## src/rtl/pulse_gen_pkg.sv

```systemverilog
// Shared types and Gray-code helpers for the pulse generator sequencer.
// Helpers work on a fixed maximum width; callers zero-extend and truncate.
package pulse_gen_pkg;

  localparam int GW_MAX = 16;

  typedef enum logic {
    ST_IDLE = 1'b0,
    ST_RUN  = 1'b1
  } state_t;

  function automatic logic [GW_MAX-1:0] gray2bin(input logic [GW_MAX-1:0] g);
    logic [GW_MAX-1:0] b;
    b[GW_MAX-1] = g[GW_MAX-1];
    for (int i = GW_MAX - 2; i >= 0; i--) begin
      b[i] = b[i+1] ^ g[i];
    end
    return b;
  endfunction

  // Next Gray code within an n-bit field; the all-ones binary value wraps to 0.
  function automatic logic [GW_MAX-1:0] gray_inc(input logic [GW_MAX-1:0] g, input int n);
    logic [GW_MAX-1:0] mask;
    logic [GW_MAX-1:0] b;
    mask = {GW_MAX{1'b1}} >> (GW_MAX - n);
    b    = (gray2bin(g) + GW_MAX'(1)) & mask;
    return b ^ (b >> 1);
  endfunction

endpackage

```

## src/rtl/gray_phase_cnt.sv

```systemverilog
// Gray-coded phase register with synchronous clear and advance enable.
// Clear wins over enable; the binary decode is exported for comparisons.
module gray_phase_cnt
  import pulse_gen_pkg::*;
#(
  parameter int N = 4
) (
  input  logic         clk,
  input  logic         rst,
  input  logic         clr,
  input  logic         en,
  output logic [N-1:0] gray,
  output logic [N-1:0] bin
);

  logic [N-1:0] gray_q;
  logic [N-1:0] gray_d;

  always_comb begin
    gray_d = gray_q;
    if (clr) begin
      gray_d = '0;
    end else if (en) begin
      gray_d = N'(gray_inc(GW_MAX'(gray_q), N));
    end
  end

  always_ff @(posedge clk or negedge rst) begin
    if (!rst) begin
      gray_q <= '0;
    end else begin
      gray_q <= gray_d;
    end
  end

  assign gray = gray_q;
  assign bin  = N'(gray2bin(GW_MAX'(gray_q)));

endmodule

```

## src/rtl/pulse_gen_ctrl.sv

```systemverilog
// Pulse burst sequencer: latches period/width/burst on start and drives a
// registered pulse from a Gray phase timebase; stop aborts, P=0 is rejected.
module pulse_gen_ctrl
  import pulse_gen_pkg::*;
#(
  parameter int N = 4
) (
  input  logic         clk,
  input  logic         rst,
  input  logic         tick,
  input  logic         start,
  input  logic         stop,
  input  logic [N-1:0] period,
  input  logic [N-1:0] width,
  input  logic [N-1:0] burst,
  output logic         pulse_out,
  output logic         busy,
  output logic         done,
  output logic         aborted,
  output logic         err,
  output logic [N-1:0] gray_out
);

  localparam logic [N-1:0] ONE = N'(1);

  state_t       state_q, state_d;
  logic [N-1:0] p_q, p_d;
  logic [N-1:0] w_q, w_d;
  logic [N-1:0] b_q, b_d;
  logic [N-1:0] rem_q, rem_d;
  logic         pulse_q, pulse_d;
  logic         done_q, done_d;
  logic         aborted_q, aborted_d;
  logic         err_q, err_d;
  logic         phase_clr;
  logic         phase_en;
  logic [N-1:0] phase_bin;
  logic [N-1:0] phase_nxt;

  gray_phase_cnt #(.N(N)) u_phase (
    .clk  (clk),
    .rst  (rst),
    .clr  (phase_clr),
    .en   (phase_en),
    .gray (gray_out),
    .bin  (phase_bin)
  );

  always_comb begin
    state_d   = state_q;
    p_d       = p_q;
    w_d       = w_q;
    b_d       = b_q;
    rem_d     = rem_q;
    done_d    = 1'b0;
    aborted_d = 1'b0;
    err_d     = 1'b0;
    phase_clr = 1'b0;
    phase_en  = 1'b0;
    case (state_q)
      ST_IDLE: begin
        // Phase is held at zero so gray_out reads 0 whenever idle.
        phase_clr = 1'b1;
        if (start && !stop) begin
          if (period == '0) begin
            err_d = 1'b1;
          end else begin
            p_d     = period;
            w_d     = width;
            b_d     = burst;
            rem_d   = burst;
            state_d = ST_RUN;
          end
        end
      end
      ST_RUN: begin
        if (stop) begin
          state_d   = ST_IDLE;
          aborted_d = 1'b1;
          phase_clr = 1'b1;
        end else if (tick) begin
          if (phase_bin == p_q - ONE) begin
            phase_clr = 1'b1;
            if (b_q != '0 && rem_q == ONE) begin
              state_d = ST_IDLE;
              done_d  = 1'b1;
            end else if (b_q != '0) begin
              rem_d = rem_q - ONE;
            end
          end else begin
            phase_en = 1'b1;
          end
        end
      end
      default: state_d = ST_IDLE;
    endcase

    phase_nxt = phase_clr ? '0 : (phase_en ? phase_bin + ONE : phase_bin);
    pulse_d   = (state_d == ST_RUN) && (phase_nxt < w_d);
  end

  always_ff @(posedge clk or negedge rst) begin
    if (!rst) begin
      state_q   <= ST_IDLE;
      p_q       <= '0;
      w_q       <= '0;
      b_q       <= '0;
      rem_q     <= '0;
      pulse_q   <= 1'b0;
      done_q    <= 1'b0;
      aborted_q <= 1'b0;
      err_q     <= 1'b0;
    end else begin
      state_q   <= state_d;
      p_q       <= p_d;
      w_q       <= w_d;
      b_q       <= b_d;
      rem_q     <= rem_d;
      pulse_q   <= pulse_d;
      done_q    <= done_d;
      aborted_q <= aborted_d;
      err_q     <= err_d;
    end
  end

  assign pulse_out = pulse_q;
  assign busy      = (state_q == ST_RUN);
  assign done      = done_q;
  assign aborted   = aborted_q;
  assign err       = err_q;

endmodule
```

## config.mk

```make
export PLATFORM = sky130hd
export DESIGN_NAME = pulse_gen_ctrl
export DESIGN_NICKNAME = d
export VERILOG_FILES = /design/src/rtl/pulse_gen_pkg.sv /design/src/rtl/gray_phase_cnt.sv /design/src/rtl/pulse_gen_ctrl.sv
export SDC_FILE = /design/constraint.sdc
export NUM_CORES = 1
export LEC_CHECK = 0
export CAP_MARGIN = 20
export CORE_AREA = 2 2 83 85
export CTS_CLUSTER_DIAMETER = 80
export DETAILED_ROUTE_END_ITERATION = 10
export DIE_AREA = 0 0 85 87
export GPL_TIMING_DRIVEN = 0
export SLEW_MARGIN = 0
export SYNTH_ARGS = -nofsm -noshare
export SYNTH_HDL_FRONTEND = slang
export SYNTH_SLANG_ARGS = --single-unit
export TNS_END_PERCENT = 30
```

## constraint.sdc

```tcl
create_clock -name clk -period 5.15 [get_ports clk]
set_input_delay 0.7725 -clock clk [delete_from_list [all_inputs] [get_ports clk]]
set_output_delay 0.7725 -clock clk [all_outputs]
set_load 0.01 [all_outputs]
```

==> qor.log <==
[power_and_ir_drop] cell area power density 296 mW/mm2
[floorplan] Die Span X 85 um
[floorplan] Boundary Pins 26
[clock_tree] later-pin clock latency in the skew report 0.28 ns
[timing] maximum clock frequency 283 MHz
[synthesis] Yosys warning count 0
[worst_setup_path] worst path cell trace clkdlybuf4s50_1 -> nor3b_1 -> nand2_1 -> buf_2 -> mux2i_1 -> ha_1 -> a21o_1 -> a21oi_1 -> o21ai_0 -> a211oi_1
[global_routing] global-route usage over all layers 0.109
[route] Routed Antenna Nets 0
[synthesis] proportion of synthesized flip-flops having asynchronous set or reset 1.00
[worst_setup_path] reg-to-reg setup timing slack 1.62 ns
[worst_setup_path] crit path from stop
[synthesis] synthesized netlist net count 195
[synthesis] main area contributors after synthesis sky130_fd_sc_hd__dfrtp_1 (40%), sky130_fd_sc_hd__nand2_1 (5.8%), sky130_fd_sc_hd__ha_1 (5.6%)
[timing] relative slew slack 0.611
[floorplan] Starting Density 0.238
[clock_tree] H-tree depth 1
[cells_and_area] area of all placed cells without fillers 0.00198 mm2
[placed_design] final estimated routing congestion in global placement 0.792
[placed_design] I/O Buffers 24
[synthesis] post-synth top area share 0.400
[timing] transition time at the pin with the least slew margin 0.575 ns
[worst_setup_path] Arrival @ worst endpoint 3.71 ns
[synthesis] share of the yosys chip area belonging to registers 0.400
[power_and_ir_drop] switching power 0.000208 W
[clock_tree] clock tree from TritonCTS done
[placed_design] placed instance area 0.00193 mm2
[global_routing] number of antenna violations at the first check in global routing 0
[clock_tree] clk sinks 25
[worst_setup_path] data required time of the critical path 5.33 ns
[floorplan] y dimension of the die 87 um
[worst_setup_path] end of the worst register-to-register path pulse_out
[clock_tree] number of buffers on the longest clock path 2
[power_and_ir_drop] part of the total power dissipated in sequential elements 0.449
[power_and_ir_drop] total design power 0.000585 W
[min_path] Min-Delay Startpoint w_q[3]
[timing] aggregate negative setup slack 0 ns
[worst_setup_path] largest driver fanout on the critical path 10
[synthesis] most frequent cell after synthesis sky130_fd_sc_hd__dfrtp_1
[route] routed wire length 3730 um
[synthesis] number of flops mapped to enable cells by yosys 0
[timing] ratio of final minimum period to clock period 0.686
[cells_and_area] net total in the final layout 225
[clock_tree] number of hold-repair buffers added at the cts stage 0
[timing] shortest period the worst path allows 3.53 ns
[timing] Final Skew 0.00336 ns
[floorplan] die area 0.00740 mm2
[route] average detailed-routed wire length per instance 13.3 um
[power_and_ir_drop] fraction of power consumed by the clock network 0.207
[cells_and_area] Antenna Diode Count 0
[power_and_ir_drop] combinational group share of total power 0.344
[route] routed via count 1366
[run_status] status complete, no violations
[placed_design] HPWL after detailed placement 2880 um
[clock_tree] cts repair resizes 0
[worst_setup_path] highest-delay cell along the critical path sky130_fd_sc_hd__nor3b_1
[flow_run] count of maximum capacitance violations 0
[timing] unrepaired setup endpoints after global routing no
[route] first drt pass iteration count 4
[global_routing] GRT Residual Overflow 0
[route] Post-route DRC 0
[worst_setup_path] endpoint of the most critical setup path pulse_out
[cells_and_area] Syn-to-layout area delta 26.5%
[route] via/cell ratio 4.88
[cells_and_area] layout cells sized above 1 0.0800
[worst_setup_path] number of cells traversed by the worst register-to-register path 15
[timing] Hold Vio Cnt, Final 0
[power_and_ir_drop] design internal power 0.000377 W
[floorplan] Row Count 30
[synthesis] commonest cells in the synthesized netlist sky130_fd_sc_hd__dfrtp_1 (25), sky130_fd_sc_hd__nand2_1 (24), sky130_fd_sc_hd__inv_1 (12)
[worst_setup_path] slowest stage delay, CP 0.55 ns
[worst_setup_path] Critical Path Start Type input pin
[clock_tree] CTS buffer count 3
[power_and_ir_drop] static leakage 0.862 nW
[synthesis] cell taking the most area after synthesis sky130_fd_sc_hd__dfrtp_1
[synthesis] synthesized area per cell 9.14 um2
[synthesis] Netlist cell types 40
[synthesis] most instantiated flip-flop cell in the synthesis netlist sky130_fd_sc_hd__dfrtp_1
[floorplan] area of the core region 0.00657 mm2
[power_and_ir_drop] proportion of total power due to net switching 0.356
[synthesis] count of state elements after synthesis 25
[global_routing] via count of the first global-routing pass 1377
[clock_tree] number of buffers inserted by post-CTS setup repair 0
[worst_setup_path] worst setup path category input pin to flip-flop
[global_routing] pin count of the biggest net entering global routing 17
[power_and_ir_drop] worst supply voltage drop on vdd 113 uV
[clock_tree] clock-pin slew on the worst setup and hold paths 0.09 ns
[timing] Pins Over Slew Limit 0
[worst_setup_path] capturing element type of the critical path flip-flop
[clock_tree] cell at the root of the clock tree sky130_fd_sc_hd__clkbuf_8
[synthesis] summed instance area of the synthesized netlist 0.00156 mm2
[global_routing] global-route wire length before repair 6550 um
[timing] number of failing setup endpoints in the final timing report 0
[route] DRT iter0 DRCs 75
[min_path] Worst Hold Class flip-flop to flip-flop
[worst_setup_path] launch point of the worst reg-to-reg path u_phase.gray[3]
[cells_and_area] fillcell total 687
[synthesis] number of instances in the synthesized netlist 171
==> layout by cell type (no fill, tap or decap), types with 4 or more instances in the layout <==
master / Yosys / layout
sky130_fd_sc_hd__dfrtp_1: 25 / 25
sky130_fd_sc_hd__nand2_1: 24 / 24
sky130_fd_sc_hd__clkdlybuf4s50_1: 0 / 24
sky130_fd_sc_hd__inv_1: 12 / 12
sky130_fd_sc_hd__nor4_1: 9 / 9
sky130_fd_sc_hd__nand3_1: 7 / 7
sky130_fd_sc_hd__o21ai_0: 7 / 7
sky130_fd_sc_hd__ha_1: 7 / 7
sky130_fd_sc_hd__nor2_1: 6 / 6
sky130_fd_sc_hd__nand2b_1: 6 / 6
sky130_fd_sc_hd__a21oi_1: 6 / 6
sky130_fd_sc_hd__nor3b_1: 5 / 5
sky130_fd_sc_hd__xnor2_1: 5 / 5
sky130_fd_sc_hd__mux2i_1: 4 / 4
sky130_fd_sc_hd__clkbuf_1: 4 / 4
sky130_fd_sc_hd__o211ai_1: 4 / 4
==> per-layer routing <==
metal / track usage / vias to the layer above / part of all wire
met1: 0.145 / 662 / 0.47
met3: 0.0256 / 5 / 0.053
li1: - / 666 / -
met5: 0 / - / 0
met2: 0.174 / 33 / 0.46
met4: 0.0390 / 0 / 0.016
==> layout make-up <==
| cell class | instances | area (um2) | share of cell area |
|---|---|---|---|
| Inverter | 12 | 45.0 | 0.0228 |
| Sequential cell | 25 | 626 | 0.316 |
| Tap cell | 80 | 100 | 0.0506 |
| Timing Repair Buffer | 25 | 268 | 0.135 |
| Buffer | 10 | 56.3 | 0.0285 |
| Clock buffer | 3 | 41.3 | 0.0209 |
| Clock inverter | 1 | 5.00 | 0.00253 |
| Multi-Input combinational cell | 124 | 836 | 0.423 |
==> sequential cells by signal, summed over array words and instances, names as in the netlist <==
| signal | cells |
|---|---|
| rem_q | 4 |
| aborted | 1 |
| pulse_out | 1 |
| u_phase.gray | 4 |
| err | 1 |
| done | 1 |
| busy | 1 |
| p_q | 4 |
| w_q | 4 |
| b_q | 4 |
==> power groups by stage <==
stage | sequential, W | clock, W | combinational [W]
after floorplan | 0.000262 | 0 | 0.000139
after global placement | 0.000267 | 0 | 0.000194
after detailed placement | 0.000267 | 0 | 0.000200
after CTS | 0.000263 | 0.000125 | 0.000202
after global routing | 0.000269 | 0.000131 | 0.000230
final | 0.000263 | 0.000121 | 0.000201
==> kinds of logic after synthesis <==
family                   count (synthesis)  synth area share
flip-flops                              25             0.400
XOR/XNOR                                 9            0.0649
multiplexers                             4            0.0256
adder cells (fa/ha/maj)                  7            0.0560
AND/OR/NAND/NOR                         67             0.223
AO/OA/AOI/OAI                           37             0.165
buffers and inverters                   22            0.0648
==> per-stage QoR <==
step / util / worst slack (ns) / hold WS (ns) / instances
after floorplan: - / 2.11 / 0.457 / 171
after global placement: 0.290 / 1.31 / 0.480 / 275
after detailed placement: 0.294 / 1.30 / 0.479 / 276
after CTS: 0.301 / 1.58 / 0.504 / 280
after global routing: 0.301 / 1.37 / 0.532 / 280
final: 0.301 / 1.62 / 0.497 / 280
==> critical path, delay by kind of cell <==
kind	cells	cell delay, ns
multiplexers	1	0.24
AO/OA/AOI/OAI	4	0.73
adder cells (fa/ha/maj)	1	0.28
AND/OR/NAND/NOR	2	0.85
buffers and inverters	2	0.82
==> worst min path at each step <==
stage / to / slack, ns / depth (start not counted)
2_1_floorplan: w_q[1] / 0.46 / 2
3_3_place_gp: b_q[2] / 0.48 / 2
3_5_place_dp: w_q[1] / 0.48 / 2
4_1_cts: b_q[2] / 0.50 / 2
5_1_grt: b_q[2] / 0.53 / 2
6_report: w_q[3] / 0.50 / 2
(Power assumes the default switching activity.)
==> variant 1: new RTL, same settings <==
Make the reset (`rst`) synchronous in 2 clocked blocks.
--- a/src/rtl/gray_phase_cnt.sv
+++ b/src/rtl/gray_phase_cnt.sv
@@ -25,7 +25,7 @@
     end
   end
 
-  always_ff @(posedge clk or negedge rst) begin
+  always_ff @(posedge clk) begin
     if (!rst) begin
       gray_q <= '0;
     end else begin
--- a/src/rtl/pulse_gen_ctrl.sv
+++ b/src/rtl/pulse_gen_ctrl.sv
@@ -99,7 +99,7 @@
     pulse_d   = (state_d == ST_RUN) && (phase_nxt < w_d);
   end
 
-  always_ff @(posedge clk or negedge rst) begin
+  always_ff @(posedge clk) begin
     if (!rst) begin
       state_q   <= ST_IDLE;
       p_q       <= '0;
Check against the original RTL: differs if rst is asserted again (counterexample within 4 cycles, from zero or initial values and one cycle with rst low); with rst held inactive, the same outputs for 10 cycles.
==> variant 1 against the unedited design <==
  * Sequential cell count is the same
  * Critical path depth grew 5
  * Design area shrank 1.4%
  * Synthesized area shrank 0.16%
  * Sequential share of layout area shrank 6.0 points
  * First-iteration DRC count grew 16%
  * Setup slack lost 110 ps
  * Routed wire length shrank 2.6%
  * Critical path type is now reg -> reg
Power is not compared: it rests on default switching activity, and its combinational part moved more than twofold at a synthesized area within 25%.
==> variant 1: results <==
{
  "grt_max_degree": 16,
  "relSlewSlack_pct": 70.52,
  "wire_per_inst_um": 12.73,
  "fill_cells": 706,
  "crit_slowest_cell": "or3_1",
  "ys_types": 52,
  "rrSetupSlack_ps": 1500,
  "synth.net_count": 201,
  "postCtsSetupRepairBufs": 0,
  "num_vias": 1350,
  "r2r-end": "pulse_out",
  "hold_start": "b_q[1]",
  "synth_area_leaders": "dfxtp_1 32%, nand2_1 6.0%, ha_1 5.6%",
  "critPathTopFamily": "compound AO/OA/AOI/OAI gates",
  "holdPathEnd": "b_q[1]",
  "ys.flop_type": "dfxtp_1",
  "r2r-start": "u_phase.gray[3]",
  "placed_cells": 281,
  "muxShareOfSynthArea_pct": 2.646,
  "synthArstFlopShare_pct": 0,
  "routed_wirelength_um": 3628,
  "syn_inst": 177,
  "first_iter_violations": 87,
  "grtUsageTotal_pct": 10.27,
  "grt_pass1_wl_um": 6189,
  "grt_pass1_vias": 1316,
  "post-dp-hpwl_um": 2826,
  "synth_commonest_cells": "25 x dfxtp_1, 25 x nand2_1, 15 x a21oi_1",
  "seq_area_frac_synth_pct": 32.08,
  "status": "completed",
  "synthXorXnorAreaFrac_pct": 7.859
}
-- variant 1: layer usage --
metal,up-vias,wire (um),global-route usage (%)
met5,-,0,0
li1,689,-,-
met1,626,1892,14.63
met3,4,160,1.896
met2,31,1539,15.98
met4,0,36,2.597
-- variant 1: through the flow --
step	utilization, %	hold WS [ps]	setup slack (ps)	power [mW]	cell area (um2)
2_1_floorplan	-	430.8	1904	0.2589	1560
3_3_place_gp	28.93	441.0	1610	0.2861	1901
3_5_place_dp	28.93	444.1	1552	0.2868	1901
4_1_cts	29.68	457.9	1504	0.4077	1949
5_1_grt	29.68	474.4	1261	0.4235	1949
6_report	29.68	456.0	1504	0.4068	1949
-- variant 1: worst max path at each step --
stage          slack (ps)         to            start  cells past startpoint
3_5_place_dp         1550  pulse_out  u_phase.gray[3]                     15
4_1_cts              1500  pulse_out  u_phase.gray[3]                     15
2_1_floorplan        1900  pulse_out  u_phase.gray[3]                     15
3_3_place_gp         1610  pulse_out  u_phase.gray[3]                     15
5_1_grt              1260  pulse_out  u_phase.gray[3]                     15
6_report             1500  pulse_out  u_phase.gray[3]                     15
-- variant 1: where the power goes --
part           internal (mW)  total, mW  switching, mW
Sequential             0.201      0.207        0.00541
Combinational         0.0357     0.0761         0.0404
Clock                 0.0550      0.124         0.0691
Total                  0.292      0.407          0.115
-- variant 1: cell type report --
type	instances	area (um2)	share of cell area [%]
Multi-Input combinational cell	133	950.9	48.78
Tap cell	80	100.1	5.135
Timing Repair Buffer	24	240.2	12.32
Buffer	9	71.32	3.659
Sequential cell	25	500.5	25.67
Clock buffer	3	41.29	2.118
Clock inverter	1	7.507	0.3851
Inverter	10	37.54	1.926
==> variant 2: new RTL, config.mk and constraints unchanged <==
Without the edit above. `N` is set to 4 in 2 places; all go to 2.
--- a/src/rtl/gray_phase_cnt.sv
+++ b/src/rtl/gray_phase_cnt.sv
@@ -3,7 +3,7 @@
 module gray_phase_cnt
   import pulse_gen_pkg::*;
 #(
-  parameter int N = 4
+  parameter int N = 2
 ) (
   input  logic         clk,
   input  logic         rst,
--- a/src/rtl/pulse_gen_ctrl.sv
+++ b/src/rtl/pulse_gen_ctrl.sv
@@ -3,7 +3,7 @@
 module pulse_gen_ctrl
   import pulse_gen_pkg::*;
 #(
-  parameter int N = 4
+  parameter int N = 2
 ) (
   input  logic         clk,
   input  logic         rst,
Ports: changed (resized burst, gray_out, period and width); port bits go from 26 to 18. The function was not compared with the original's and may differ.
==> variant 2 against the unedited design <==
  * Setup slack gained 540 ps
  * Core utilization shrank 13 points
  * Routed wire length shrank 49%
  * Fmax grew 18%
  * Sequential cell count shrank 10
  * Synthesized area shrank 47%
  * Global-route usage shrank 5.0 points
  * Power shrank 42%
  * Design area shrank 42%
==> variant 2: results <==
{
  "status": "completed",
  "cts_made_buffers": 3,
  "num_vias": 651,
  "grt_pass1_vias": 670,
  "critPathLaunch": "stop",
  "relSlewSlack_pct": 53.26,
  "synth.net_count": 96,
  "grtUsageTotal_pct": 5.937,
  "yosys_warnings": 0,
  "placed_cells": 179,
  "crit_fanout": 7,
  "place_ws_ps": 1815,
  "fin_nets": 117,
  "wire_per_inst_um": 10.38,
  "syn_area_per_cell_um2": 10.07,
  "ys_types": 32,
  "fmax_mhz": 334.2,
  "io_buffers": 16,
  "gp_congestion": 0.7278,
  "clock_latency_ps": 250,
  "cp.arrival_ps": 3120,
  "fill_cells": 726,
  "r2r-start": "busy",
  "synth_commonest_cells": "15 x dfrtp_1, 15 x nand2_1, 6 x inv_1",
  "first_iter_violations": 33,
  "irDropWorstVdd_uv": 82.97,
  "post-dp-hpwl_um": 1473,
  "p_leak_nw": 0.4937,
  "drive_above_1_share_pct": 11.65,
  "dr.pass1.iters": 3,
  "path_clk_slew_ps": 60,
  "grt_max_degree": 16,
  "fin_worst_skew_ps": 1.975,
  "postCtsSetupRepairBufs": 0,
  "grt_pass1_wl_um": 3312,
  "routed_wirelength_um": 1900,
  "rrSetupSlack_ps": 2730,
  "h-tree-depth": 1,
  "seq_area_frac_synth_pct": 44.91,
  "r2r_cells": 7,
  "synth_area_leaders": "dfrtp_1 45%, nand2_1 6.7%, mux2i_1 4.8%"
}
==> variant 2: cell count changes in the layout (fill, tap and decap cells not counted), moves of 6 or more <==
| cell | change |
|---|---|
| inv_1 | -6 |
| nor4_1 | -9 |
| dfrtp_1 | -10 |
| nand2_1 | -9 |
| clkdlybuf4s50_1 | -8 |
| nand3_1 | -6 |
==> variant 2: cells by family after synthesis <==
| kind of cell | after synthesis | synth area share (%) |
|---|---|---|
| buffers and inverters | 12 | 9.579 |
| multiplexers | 4 | 4.791 |
| flip-flops | 15 | 44.91 |
| AO/OA/AOI/OAI | 16 | 13.62 |
| XOR/XNOR | 3 | 3.144 |
| AND/OR/NAND/NOR | 31 | 20.96 |
| adder cells (fa/ha/maj) | 2 | 2.994 |
==> variant 2: worst min path at each step <==
| stage | from | to | slack (ps) | depth (start not counted) |
|---|---|---|---|---|
| finish | w_q[0] | w_q[0] | 490 | 2 |
| global route | w_q[1] | w_q[1] | 520 | 2 |
| floorplan | w_q[0] | w_q[0] | 450 | 2 |
| CTS | w_q[0] | w_q[0] | 500 | 2 |
| detailed placement | b_q[1] | b_q[1] | 480 | 2 |
| global placement | w_q[0] | w_q[0] | 480 | 2 |
==> variant 2: worst max-delay path, cell delays in order <==
cell,delay [ps]
clkdlybuf4s50_1,470
nor3b_1,530
o21a_1,220
buf_6,130
mux2i_1,240
ha_1,280
a41o_1,180
a221oi_1,280
==> variant 2: routing by layer <==
metal  global-route usage [%]  part of all wire (%)  up-vias
met5                        0                     0        -
met4                    3.896                   2.6        0
met3                    2.275                   6.3        4
met2                    8.452                    46       13
met1                    7.427                    45      305
li1                         -                     -      329
==> variant 2: final cells by class <==
cell class              count  area [um2]  area share, %
plain buffers               5       53.80          4.715
clock buffers               4       45.04          3.947
inverters                   7       26.28          2.303
multi-input cells          56       380.4          33.33
flip-flops and latches     15       375.4          32.89
well taps                  80       100.1          8.772
repair buffers             16       160.2          14.04
==> variant 2: where the power goes <==
group	internal [mW]	total [mW]	switching (mW)
combinational	0.0463	0.0929	0.0466
sequential	0.137	0.150	0.0130
clock	0.0548	0.0960	0.0412
total	0.238	0.339	0.101
==> variant 2: per-stage QoR <==
| step | utilization, % | instance area, um2 |
|---|---|---|
| floorplan | - | 835.8 |
| global placement | 16.69 | 1096 |
| detailed placement | 16.69 | 1096 |
| CTS | 17.37 | 1141 |
| global route | 17.37 | 1141 |
| finish | 17.37 | 1141 |
